**config.mk**
```make
export PLATFORM = sky130hd
export DESIGN_NAME = muldiv_seq_flat
export DESIGN_NICKNAME = d
export VERILOG_FILES = /design/src/rtl/muldiv_seq_if.sv /design/src/rtl/muldiv_seq.sv /design/src/flat_wrapper.sv
export SDC_FILE = /design/constraint.sdc
export NUM_CORES = 1
export LEC_CHECK = 0
export CAP_MARGIN = 10
export CORE_MARGIN = 4
export CORE_UTILIZATION = 60
export CTS_CLUSTER_SIZE = 30
export DETAILED_ROUTE_END_ITERATION = 10
export PLACE_DENSITY = 0.81
export SLEW_MARGIN = 20
export SYNTH_ARGS = -nofsm -noshare
export SYNTH_HDL_FRONTEND = slang
export SYNTH_SLANG_ARGS = --single-unit
```
**constraint.sdc**
```tcl
create_clock -name clk -period 14.7 [get_ports clk]
set_input_delay 4.41 -clock clk [delete_from_list [all_inputs] [get_ports clk]]
set_output_delay 4.41 -clock clk [all_outputs]
set_load 0.01 [all_outputs]
```
**src/rtl/muldiv_seq_if.sv**
```systemverilog
// Start/operand bundle from the control unit and HI/LO result bundle back from the sequencer.
interface muldiv_seq_if #(
  parameter int WIDTH = 32
);
  logic             mult_start;
  logic             div_start;
  logic             unsigned_op;
  logic [WIDTH-1:0] a;
  logic [WIDTH-1:0] b;
  logic [WIDTH-1:0] hi;
  logic [WIDTH-1:0] lo;
  logic             busy;
  logic             done;
  logic             div_zero;

  modport master (
    output mult_start, div_start, unsigned_op, a, b,
    input  hi, lo, busy, done, div_zero
  );

  modport slave (
    input  mult_start, div_start, unsigned_op, a, b,
    output hi, lo, busy, done, div_zero
  );
endinterface

```
**src/rtl/muldiv_seq.sv**
```systemverilog
// Multicycle signed/unsigned multiply-divide into HI/LO; done WIDTH+2 edges after start, 1 edge for divide-by-zero.
// No backpressure: starts are only sampled in IDLE and are dropped (not queued) while busy or during DONE.
module muldiv_seq #(
  parameter int WIDTH = 32
) (
  input logic         clk,
  input logic         reset,
  muldiv_seq_if.slave bus
);
  localparam int CW = $clog2(WIDTH);

  typedef enum logic [2:0] {S_IDLE, S_MULT, S_DIV, S_FIX, S_DONE} state_t;

  state_t             r_state;
  state_t             w_next;
  logic [CW-1:0]      r_cnt;
  logic [WIDTH-1:0]   r_mag_a;
  logic [WIDTH-1:0]   r_mag_b;
  logic [WIDTH-1:0]   r_quo;
  logic [WIDTH-1:0]   r_rem;
  logic [WIDTH-1:0]   r_hi;
  logic [WIDTH-1:0]   r_lo;
  logic [2*WIDTH-1:0] r_acc;
  logic               r_is_div;
  logic               r_neg_res;
  logic               r_neg_rem;
  logic               r_div_zero;

  logic               w_a_neg;
  logic               w_b_neg;
  logic [WIDTH-1:0]   w_mag_a;
  logic [WIDTH-1:0]   w_mag_b;
  logic               w_mult_go;
  logic               w_div_go;
  logic               w_dz_go;
  logic [WIDTH:0]     w_sum;
  logic [WIDTH:0]     w_rem_sh;
  logic [WIDTH-1:0]   w_rem_diff;
  logic               w_ge;
  logic [2*WIDTH-1:0] w_prod;
  logic [WIDTH-1:0]   w_quo_fix;
  logic [WIDTH-1:0]   w_rem_fix;
  logic               w_busy;
  logic               w_done;

  assign w_a_neg = ~bus.unsigned_op & bus.a[WIDTH-1];
  assign w_b_neg = ~bus.unsigned_op & bus.b[WIDTH-1];
  assign w_mag_a = w_a_neg ? -bus.a : bus.a;
  assign w_mag_b = w_b_neg ? -bus.b : bus.b;

  // Multiply has priority over divide when both starts arrive together.
  assign w_mult_go = (r_state == S_IDLE) & bus.mult_start;
  assign w_div_go  = (r_state == S_IDLE) & ~bus.mult_start & bus.div_start & (bus.b != '0);
  assign w_dz_go   = (r_state == S_IDLE) & ~bus.mult_start & bus.div_start & (bus.b == '0);

  // Shift-add step: conditionally add multiplicand into the upper half, then shift right.
  assign w_sum = {1'b0, r_acc[2*WIDTH-1:WIDTH]} + {1'b0, {WIDTH{r_acc[0]}} & r_mag_a};

  // Restoring step on the (WIDTH+1)-bit shifted remainder; the difference always fits WIDTH bits.
  assign w_rem_sh   = {r_rem, r_quo[WIDTH-1]};
  assign w_ge       = w_rem_sh >= {1'b0, r_mag_b};
  assign w_rem_diff = w_rem_sh[WIDTH-1:0] - r_mag_b;

  assign w_prod    = r_neg_res ? -r_acc : r_acc;
  assign w_quo_fix = r_neg_res ? -r_quo : r_quo;
  assign w_rem_fix = r_neg_rem ? -r_rem : r_rem;

  always_comb begin
    w_next = r_state;
    w_busy = 1'b0;
    w_done = 1'b0;
    case (r_state)
      S_IDLE: begin
        if (w_mult_go)     w_next = S_MULT;
        else if (w_div_go) w_next = S_DIV;
        else if (w_dz_go)  w_next = S_DONE;
      end
      S_MULT: begin
        w_busy = 1'b1;
        if (r_cnt == '0) w_next = S_FIX;
      end
      S_DIV: begin
        w_busy = 1'b1;
        if (r_cnt == '0) w_next = S_FIX;
      end
      S_FIX: begin
        w_busy = 1'b1;
        w_next = S_DONE;
      end
      S_DONE: begin
        w_done = 1'b1;
        w_next = S_IDLE;
      end
      default: w_next = S_IDLE;
    endcase
  end

  always_ff @(posedge clk or posedge reset) begin
    if (reset) begin
      r_state    <= S_IDLE;
      r_cnt      <= '0;
      r_mag_a    <= '0;
      r_mag_b    <= '0;
      r_quo      <= '0;
      r_rem      <= '0;
      r_hi       <= '0;
      r_lo       <= '0;
      r_acc      <= '0;
      r_is_div   <= 1'b0;
      r_neg_res  <= 1'b0;
      r_neg_rem  <= 1'b0;
      r_div_zero <= 1'b0;
    end else begin
      r_state    <= w_next;
      r_div_zero <= w_dz_go;
      case (r_state)
        S_IDLE: begin
          if (w_mult_go) begin
            r_acc     <= {{WIDTH{1'b0}}, w_mag_b};
            r_mag_a   <= w_mag_a;
            r_neg_res <= w_a_neg ^ w_b_neg;
            r_is_div  <= 1'b0;
            r_cnt     <= CW'(WIDTH-1);
          end else if (w_div_go) begin
            r_quo     <= w_mag_a;
            r_rem     <= '0;
            r_mag_b   <= w_mag_b;
            r_neg_res <= w_a_neg ^ w_b_neg;
            r_neg_rem <= w_a_neg;
            r_is_div  <= 1'b1;
            r_cnt     <= CW'(WIDTH-1);
          end
        end
        S_MULT: begin
          r_acc <= {w_sum, r_acc[WIDTH-1:1]};
          if (r_cnt != '0) r_cnt <= r_cnt - 1'b1;
        end
        S_DIV: begin
          r_rem <= w_ge ? w_rem_diff : w_rem_sh[WIDTH-1:0];
          r_quo <= {r_quo[WIDTH-2:0], w_ge};
          if (r_cnt != '0) r_cnt <= r_cnt - 1'b1;
        end
        S_FIX: begin
          if (r_is_div) begin
            r_hi <= w_rem_fix;
            r_lo <= w_quo_fix;
          end else begin
            r_hi <= w_prod[2*WIDTH-1:WIDTH];
            r_lo <= w_prod[WIDTH-1:0];
          end
        end
        default: ;
      endcase
    end
  end

  assign bus.hi       = r_hi;
  assign bus.lo       = r_lo;
  assign bus.busy     = w_busy;
  assign bus.done     = w_done;
  assign bus.div_zero = r_div_zero;
endmodule

```
**src/flat_wrapper.sv**
```systemverilog
// flat-port wrapper written by rule: the top's interface ports become plain ports
module muldiv_seq_flat 
#(
  parameter int WIDTH = 32
)
  (clk, reset, bus_mult_start, bus_div_start, bus_unsigned_op, bus_a, bus_b, bus_hi, bus_lo, bus_busy, bus_done, bus_div_zero);
  muldiv_seq_if #(.WIDTH(WIDTH)) bus_i ();
  input logic clk;
  input logic reset;
  input wire logic [$bits(bus_i.mult_start)-1:0] bus_mult_start;
  input wire logic [$bits(bus_i.div_start)-1:0] bus_div_start;
  input wire logic [$bits(bus_i.unsigned_op)-1:0] bus_unsigned_op;
  input wire logic [$bits(bus_i.a)-1:0] bus_a;
  input wire logic [$bits(bus_i.b)-1:0] bus_b;
  output wire logic [$bits(bus_i.hi)-1:0] bus_hi;
  output wire logic [$bits(bus_i.lo)-1:0] bus_lo;
  output wire logic [$bits(bus_i.busy)-1:0] bus_busy;
  output wire logic [$bits(bus_i.done)-1:0] bus_done;
  output wire logic [$bits(bus_i.div_zero)-1:0] bus_div_zero;
  assign bus_i.mult_start = bus_mult_start;
  assign bus_i.div_start = bus_div_start;
  assign bus_i.unsigned_op = bus_unsigned_op;
  assign bus_i.a = bus_a;
  assign bus_i.b = bus_b;
  assign bus_hi = bus_i.hi;
  assign bus_lo = bus_i.lo;
  assign bus_busy = bus_i.busy;
  assign bus_done = bus_i.done;
  assign bus_div_zero = bus_i.div_zero;
  muldiv_seq #(.WIDTH(WIDTH)) u_core (.clk(clk), .reset(reset), .bus(bus_i));
endmodule
```
==> flow_metrics.env, run 1 <==
export IMPL_synth_seq_cells=268
export IMPL_cts_tree="yes"
export IMPL_clock_skew_ns=0.01899
export IMPL_drc=0
export IMPL_setup_violations=0
export IMPL_synthesis_nets=2386
export IMPL_rsz0062_at_grt="no"
export IMPL_drt_total_wl_um=53430
export IMPL_antenna_cells=0
export IMPL_dp_hpwl_um=39600
export IMPL_place_ws_ns=5.822
export IMPL_fillCellCount=2355
export IMPL_cts_resized_gates=0
export IMPL_finalSetupTns_ns=0
export IMPL_critPathRequiredTime_ns=15.15
export IMPL_holdPathStages=2
export IMPL_r2r_end="u_core.r_rem[26]$_DFFE_PP0P_"
export IMPL_crit_arrival_ns=8.77
export IMPL_grt_overflow_total=0
export IMPL_maxSlewHeadroom_pct=24.23
export IMPL_netlist_area_leader_share_pct=36.59
export IMPL_synth_largest_area_cell="dfrtp_1"
export IMPL_synth_area_um2=18330
export IMPL_io_buffers=135
export IMPL_final_nets=2440
export IMPL_synth_edf_count=0
export IMPL_drtPass1Iterations=6
export IMPL_ir_drop_uv=301.7
export IMPL_grt_pass1_vias=15970
export IMPL_die_width_um=182.8
export IMPL_worst_slew_pin_slew_ns=1.126
export IMPL_coreArea_um2=29870
export IMPL_clock_latency_ns=0.58
export IMPL_p_per_area_nw_per_um2=239.1
export IMPL_grt_use_total_pct=31.16
export IMPL_num_rows=63
export IMPL_cts_htree_levels=1
export IMPL_clk_pin_slew_ns=0.07
export IMPL_timing_fmax_mhz=120.2
export IMPL_numCtsBuffers=31
export IMPL_antenna_left=0
export IMPL_clk_path_buf_depth=3
export IMPL_drive_above_1_share_pct=4.143
export IMPL_area_growth_pct=13.98
export IMPL_status="complete, no violations"
export IMPL_max_cap_violations=0
export IMPL_critPathLaunchType="input pin"
export IMPL_ys_warn_count=0
export IMPL_gp_congestion=0.9570
export IMPL_grt_max_degree=107
export IMPL_fin_total_pwr_mw=4.993
export IMPL_leakagePower_nw=8.770
export IMPL_worstSetupStartpoint="bus_b[2]"
export IMPL_fp_dieH_um=182.8
export IMPL_period_needed_ns=8.321
export IMPL_reg2reg_from="u_core.r_rem[1]$_DFFE_PP0P_"
export IMPL_post_cts_repair_setup_buffers=0
export IMPL_grt_pass1_wl_um=85370
export IMPL_ys_seq_area_share_pct=36.59
export IMPL_ff2ff_setup_slack_ns=10.54
export IMPL_final_cell_area_um2=20890
export IMPL_end_kind="flip-flop"
export IMPL_pin_count=136
export IMPL_synthMostInstantiatedCell="o21ai_0"
export IMPL_antenna_found_initial=0
export IMPL_finalHoldViolCount=0
export IMPL_cp_max_fo=105
export IMPL_numClockSinks=268
export IMPL_die_area_um2=33400
export IMPL_synth_distinct_cells=68
export IMPL_drv_slew=0
export IMPL_start_util_pct=61.34
export IMPL_crit_end="u_core.r_quo[25]$_DFFE_PP0P_"
export IMPL_synthArstFlopShare_pct=100.0
export IMPL_drt_initial_drc_count=1962
export IMPL_cts_hold_fix_buffers=0
export IMPL_holdCritPathClass="flip-flop to flip-flop"
export IMPL_worst_slack_ns=6.379
export IMPL_viasPerCell=6.339
export IMPL_syn_inst=2244
export IMPL_period_share_pct=56.61
export IMPL_post_drt_wl_per_cell_um=19.74
export IMPL_vias=17160
export IMPL_synth_main_ff_cell="dfrtp_1"
export IMPL_synth_cells_most_frequent="o21ai_0 (362), nand2_1 (317), dfrtp_1 (268)"
export IMPL_ys_top_cells_by_area="dfrtp_1 (37%), o21ai_0 (9.9%), nand2_1 (6.5%), xor2_1 (5.7%), xnor2_1 (5.2%)"
export IMPL_syn_avg_cell_area_um2=8.167
export IMPL_r2r_cells=11
export IMPL_dpl_cell_area_um2=19840
export IMPL_cts_root_buf="clkbuf_16"
export IMPL_path_class="input pin to flip-flop"
==> registers in the layout, summed over array words and instances (netlist names) <==
| name | cells |
|---|---|
| u_core.r_state | 3 |
| u_core.r_neg_rem | 1 |
| u_core.bus.div_zero | 1 |
| u_core.bus.hi | 32 |
| u_core.r_acc | 64 |
| u_core.bus.lo | 32 |
| u_core.r_rem | 32 |
| u_core.r_mag_b | 32 |
| u_core.r_is_div | 1 |
| u_core.r_neg_res | 1 |
| u_core.r_mag_a | 32 |
| u_core.r_quo | 32 |
| u_core.r_cnt | 5 |
==> layer usage <==
layer / wire length (µm) / global-route usage, % / vias to the layer above
met5: 0 / 0 / -
met4: 1997 / 10.25 / 0
met3: 4067 / 3.887 / 130
met2: 24940 / 50.85 / 814
met1: 22420 / 43.67 / 8166
li1: - / - / 8049
==> through the flow <==
stage | util [%] | hold WS [ns] | instances
after floorplan | - | 0.4418 | 2244
after CTS | 69.90 | 0.4748 | 2707
after global placement | 66.40 | 0.4524 | 2655
after detailed placement | 66.40 | 0.4614 | 2655
final | 69.92 | 0.4685 | 2707
after global routing | 69.92 | 0.4941 | 2707
==> critical path, stage by stage <==
cell and delay (ns):
clkdlybuf4s50_1 0.49, or3_1 0.45, nor3b_1 0.61, and2_1 0.33, nand4_1 0.21, or4_1 0.64
nand3_4 0.41, buf_4 0.81, nand2_1 0.17, o22ai_1 0.16, a21oi_1 0.07
==> cell families after synthesis <==
| family | Yosys count | synth area share, % |
|---|---|---|
| AOI/OAI and AO/OA | 739 | 23.83 |
| xor gates and xnor gates | 229 | 10.94 |
| adders and majority gates | 73 | 5.066 |
| buffers and inverters | 196 | 4.035 |
| DFF | 268 | 36.59 |
| muxes | 16 | 0.9490 |
| and+or+nand+nor | 723 | 18.58 |
==> power breakdown <==
part	switching, mW	total [mW]	internal, mW
Combinational	1.62	2.73	1.11
Clock	0.320	0.810	0.491
Sequential	0.391	1.45	1.06
==> layout make-up <==
cell class | instances | area [µm²] | area share, %
clock buffer | 37 | 798.3 | 3.822
sequential | 268 | 6709 | 32.12
multi-input combinational | 1780 | 10920 | 52.29
timing repair buffer | 150 | 1464 | 7.008
tap | 390 | 488.0 | 2.336
clock inverter | 15 | 246.5 | 1.180
inverter | 67 | 259.0 | 1.240
==> cells in the final DEF (no fill, tap or decap), types with 38 or more instances in the layout <==
cell type,n
a21oi_1,142
a22oi_1,39
and2_1,38
clkdlybuf4s50_1,135
dfrtp_1,266
ha_1,71
inv_1,66
nand2_1,315
nand3_1,57
nor2_1,122
o21ai_0,362
o31ai_1,48
xnor2_1,109
xor2_1,120
==> worst min path at each step <==
stage	from	endpoint
4_1_cts	u_core.r_mag_a[14]$_DFFE_PP0P_	u_core.r_mag_a[14]$_DFFE_PP0P_
3_3_place_gp	u_core.r_mag_a[28]$_DFFE_PP0P_	u_core.r_mag_a[28]$_DFFE_PP0P_
2_1_floorplan	u_core.r_mag_a[0]$_DFFE_PP0P_	u_core.r_mag_a[0]$_DFFE_PP0P_
3_5_place_dp	u_core.r_mag_a[25]$_DFFE_PP0P_	u_core.r_mag_a[25]$_DFFE_PP0P_
5_1_grt	u_core.r_mag_a[13]$_DFFE_PP0P_	u_core.r_mag_a[13]$_DFFE_PP0P_
6_report	u_core.r_mag_a[14]$_DFFE_PP0P_	u_core.r_mag_a[14]$_DFFE_PP0P_
Power figures use the tool's default switching activity.
==> run 2, diff against run 1 <==
clock period = 8.5 ns   (was 14.7 ns; I/O delays follow)
==> run 2 against run 1 <==
  * Total power rose by 72%
  * Critical endpoint is now u_core.r_rem[31]$_DFFE_PP0P_
  * Combinational power increased by 72%
  * First-iteration DRC count is 13% lower
  * Clock power up 64%
  * Critical path type unchanged
  * Highest routed layer unchanged
  * Core utilization about the same
  * Critical path depth down 1
  * Register-to-register slack worse by 6.0 ns
  * Design area about the same
  * Setup slack got worse by 4.0 ns
  * Sequential power increased by 75%
  * Global-route usage is 0.55 points higher
==> flow_metrics.env, run 2 (same netlist as run 1, synthesis figures left out) <==
export IMPL_rsz0062_at_grt="no"
export IMPL_cts_htree_levels=1
export IMPL_leakagePower_nw=8.764
export IMPL_timing_fmax_mhz=163.2
export IMPL_num_rows=63
export IMPL_finalHoldViolCount=0
export IMPL_dpl_cell_area_um2=19860
export IMPL_cts_resized_gates=0
export IMPL_maxSlewHeadroom_pct=31.70
export IMPL_io_buffers=135
export IMPL_numClockSinks=268
export IMPL_reg2reg_from="u_core.r_acc[0]$_DFFE_PP0P_"
export IMPL_crit_arrival_ns=6.62
export IMPL_drv_slew=0
export IMPL_die_area_um2=33400
export IMPL_worst_slew_pin_slew_ns=1.022
export IMPL_grt_overflow_total=0
export IMPL_status="complete, no violations"
export IMPL_clock_skew_ns=0.01113
export IMPL_finalSetupTns_ns=0
export IMPL_start_util_pct=61.34
export IMPL_largest_register_ffs=64
export IMPL_period_needed_ns=6.126
export IMPL_fp_dieH_um=182.8
export IMPL_multiInputGateArea_um2=10920
export IMPL_final_nets=2443
export IMPL_cts_root_buf="clkbuf_16"
export IMPL_vias=17120
export IMPL_numCtsBuffers=31
export IMPL_drive_above_1_share_pct=4.430
export IMPL_drt_initial_drc_count=1700
export IMPL_period_share_pct=72.07
export IMPL_gp_congestion=0.9297
export IMPL_end_kind="flip-flop"
export IMPL_holdPathStages=2
export IMPL_antenna_cells=0
export IMPL_min_to="u_core.bus.hi[3]$_DFFE_PP0N_"
export IMPL_clock_latency_ns=0.58
export IMPL_grt_pass1_wl_um=86980
export IMPL_layout_commonest_cell="o21ai_0"
export IMPL_fillCellCount=2447
export IMPL_pin_count=136
export IMPL_antenna_found_initial=0
export IMPL_p_per_area_nw_per_um2=410.3
export IMPL_cts_tree="yes"
export IMPL_p_int_mw=4.535
export IMPL_viasPerCell=6.304
export IMPL_drt_total_wl_um=53740
export IMPL_clk_pin_slew_ns=0.06
export IMPL_post_cts_repair_setup_buffers=0
export IMPL_r2r_cells=13
export IMPL_max_cap_violations=0
export IMPL_seq_area_um2=6709
export IMPL_switchingPower_mw=4.037
export IMPL_setup_violations=0
export IMPL_clockPowerShare_pct=15.5
export IMPL_layout_common_cells="o21ai_0 (362), nand2_1 (316), dfrtp_1 (266), a21oi_1 (142), clkdlybuf4s50_1 (135)"
export IMPL_cts_hold_fix_buffers=0
export IMPL_seq_power_share_pct=29.7
export IMPL_power_frac_comb_pct=54.9
export IMPL_dp_hpwl_um=39830
export IMPL_ir_drop_uv=418.5
export IMPL_r2r_end="u_core.r_acc[61]$_DFFE_PP0P_"
export IMPL_critPathRequiredTime_ns=9.00
export IMPL_final_cell_area_um2=20890
export IMPL_grt_use_total_pct=31.71
export IMPL_drtPass1Iterations=6
export IMPL_coreArea_um2=29870
export IMPL_post_drt_wl_per_cell_um=19.79
export IMPL_drc=0
export IMPL_top_register="u_core.r_acc"
export IMPL_die_width_um=182.8
export IMPL_swShare_pct=47.09
export IMPL_ff2ff_setup_slack_ns=4.57
export IMPL_holdCritPathClass="flip-flop to flip-flop"
export IMPL_area_growth_pct=14.01
export IMPL_grt_pass1_vias=16270
export IMPL_antenna_left=0
export IMPL_clk_path_buf_depth=3
export IMPL_hp_start="u_core.bus.hi[3]$_DFFE_PP0N_"
export IMPL_path_class="input pin to flip-flop"
export IMPL_critPathLaunchType="input pin"
export IMPL_cp_max_fo=58
export IMPL_grt_max_degree=181
[run 2: worst max path at each step]
stage	slack [ns]	from	to	cells past startpoint
2_1_floorplan	2.41	reset	u_core.bus.div_zero$_DFF_PP0_	1
3_5_place_dp	1.91	bus_b[2]	u_core.r_rem[30]$_DFFE_PP0P_	10
6_report	2.37	bus_b[2]	u_core.r_rem[31]$_DFFE_PP0P_	10
5_1_grt	2.15	bus_b[2]	u_core.r_rem[2]$_DFFE_PP0P_	10
4_1_cts	2.50	bus_b[2]	u_core.r_rem[31]$_DFFE_PP0P_	10
3_3_place_gp	2.08	bus_b[2]	u_core.r_rem[23]$_DFFE_PP0P_	10
[run 2: worst max-delay path: stages]
cell and delay (ns):
clkdlybuf4s50_1 0.47, or3_1 0.46, nor3b_1 0.56, and2_1 0.33
nand4_1 0.26, or4_1 0.61, nand3_4 0.44, buf_4 0.59
a31oi_1 0.19, o21ai_0 0.11
[run 2: layout make-up]
type,count,area share [%]
Multi-Input combinational cell,1780,52.27
Sequential cell,268,32.11
Timing Repair Buffer,153,7.210
Clock buffer,42,4.102
Tap cell,390,2.335
Inverter,67,1.222
Clock inverter,15,0.7485
[run 2: metrics by stage]
| step | power [mW] | instances | worst slack (ns) | utilization [%] | hold slack, ns |
|---|---|---|---|---|---|
| after floorplan | 5.706 | 2244 | 2.411 | - | 0.4418 |
| after global placement | 6.992 | 2657 | 2.084 | 66.47 | 0.4530 |
| after detailed placement | 7.136 | 2657 | 1.913 | 66.47 | 0.4619 |
| after CTS | 8.501 | 2714 | 2.498 | 69.87 | 0.4751 |
| after global routing | 9.258 | 2715 | 2.147 | 69.94 | 0.4936 |
| final | 8.572 | 2715 | 2.374 | 69.94 | 0.4693 |
[run 2: metal layers]
layer / routed length (µm) / global-route usage (%) / share of wire [%]
met1: 23110 / 45.36 / 43
met2: 24680 / 51.10 / 46
met3: 4027 / 4.244 / 7.5
met4: 1926 / 9.178 / 3.6
met5: 0 / 0 / 0
[run 2: power by group through the flow]
stage | Sequential, mW | Combinational [mW] | Clock [mW]
final | 2.54 | 4.70 | 1.33
after detailed placement | 2.53 | 4.61 | 0
after CTS | 2.51 | 4.65 | 1.34
after global routing | 2.60 | 5.26 | 1.39
after global placement | 2.50 | 4.49 | 0
after floorplan | 2.32 | 3.39 | 0
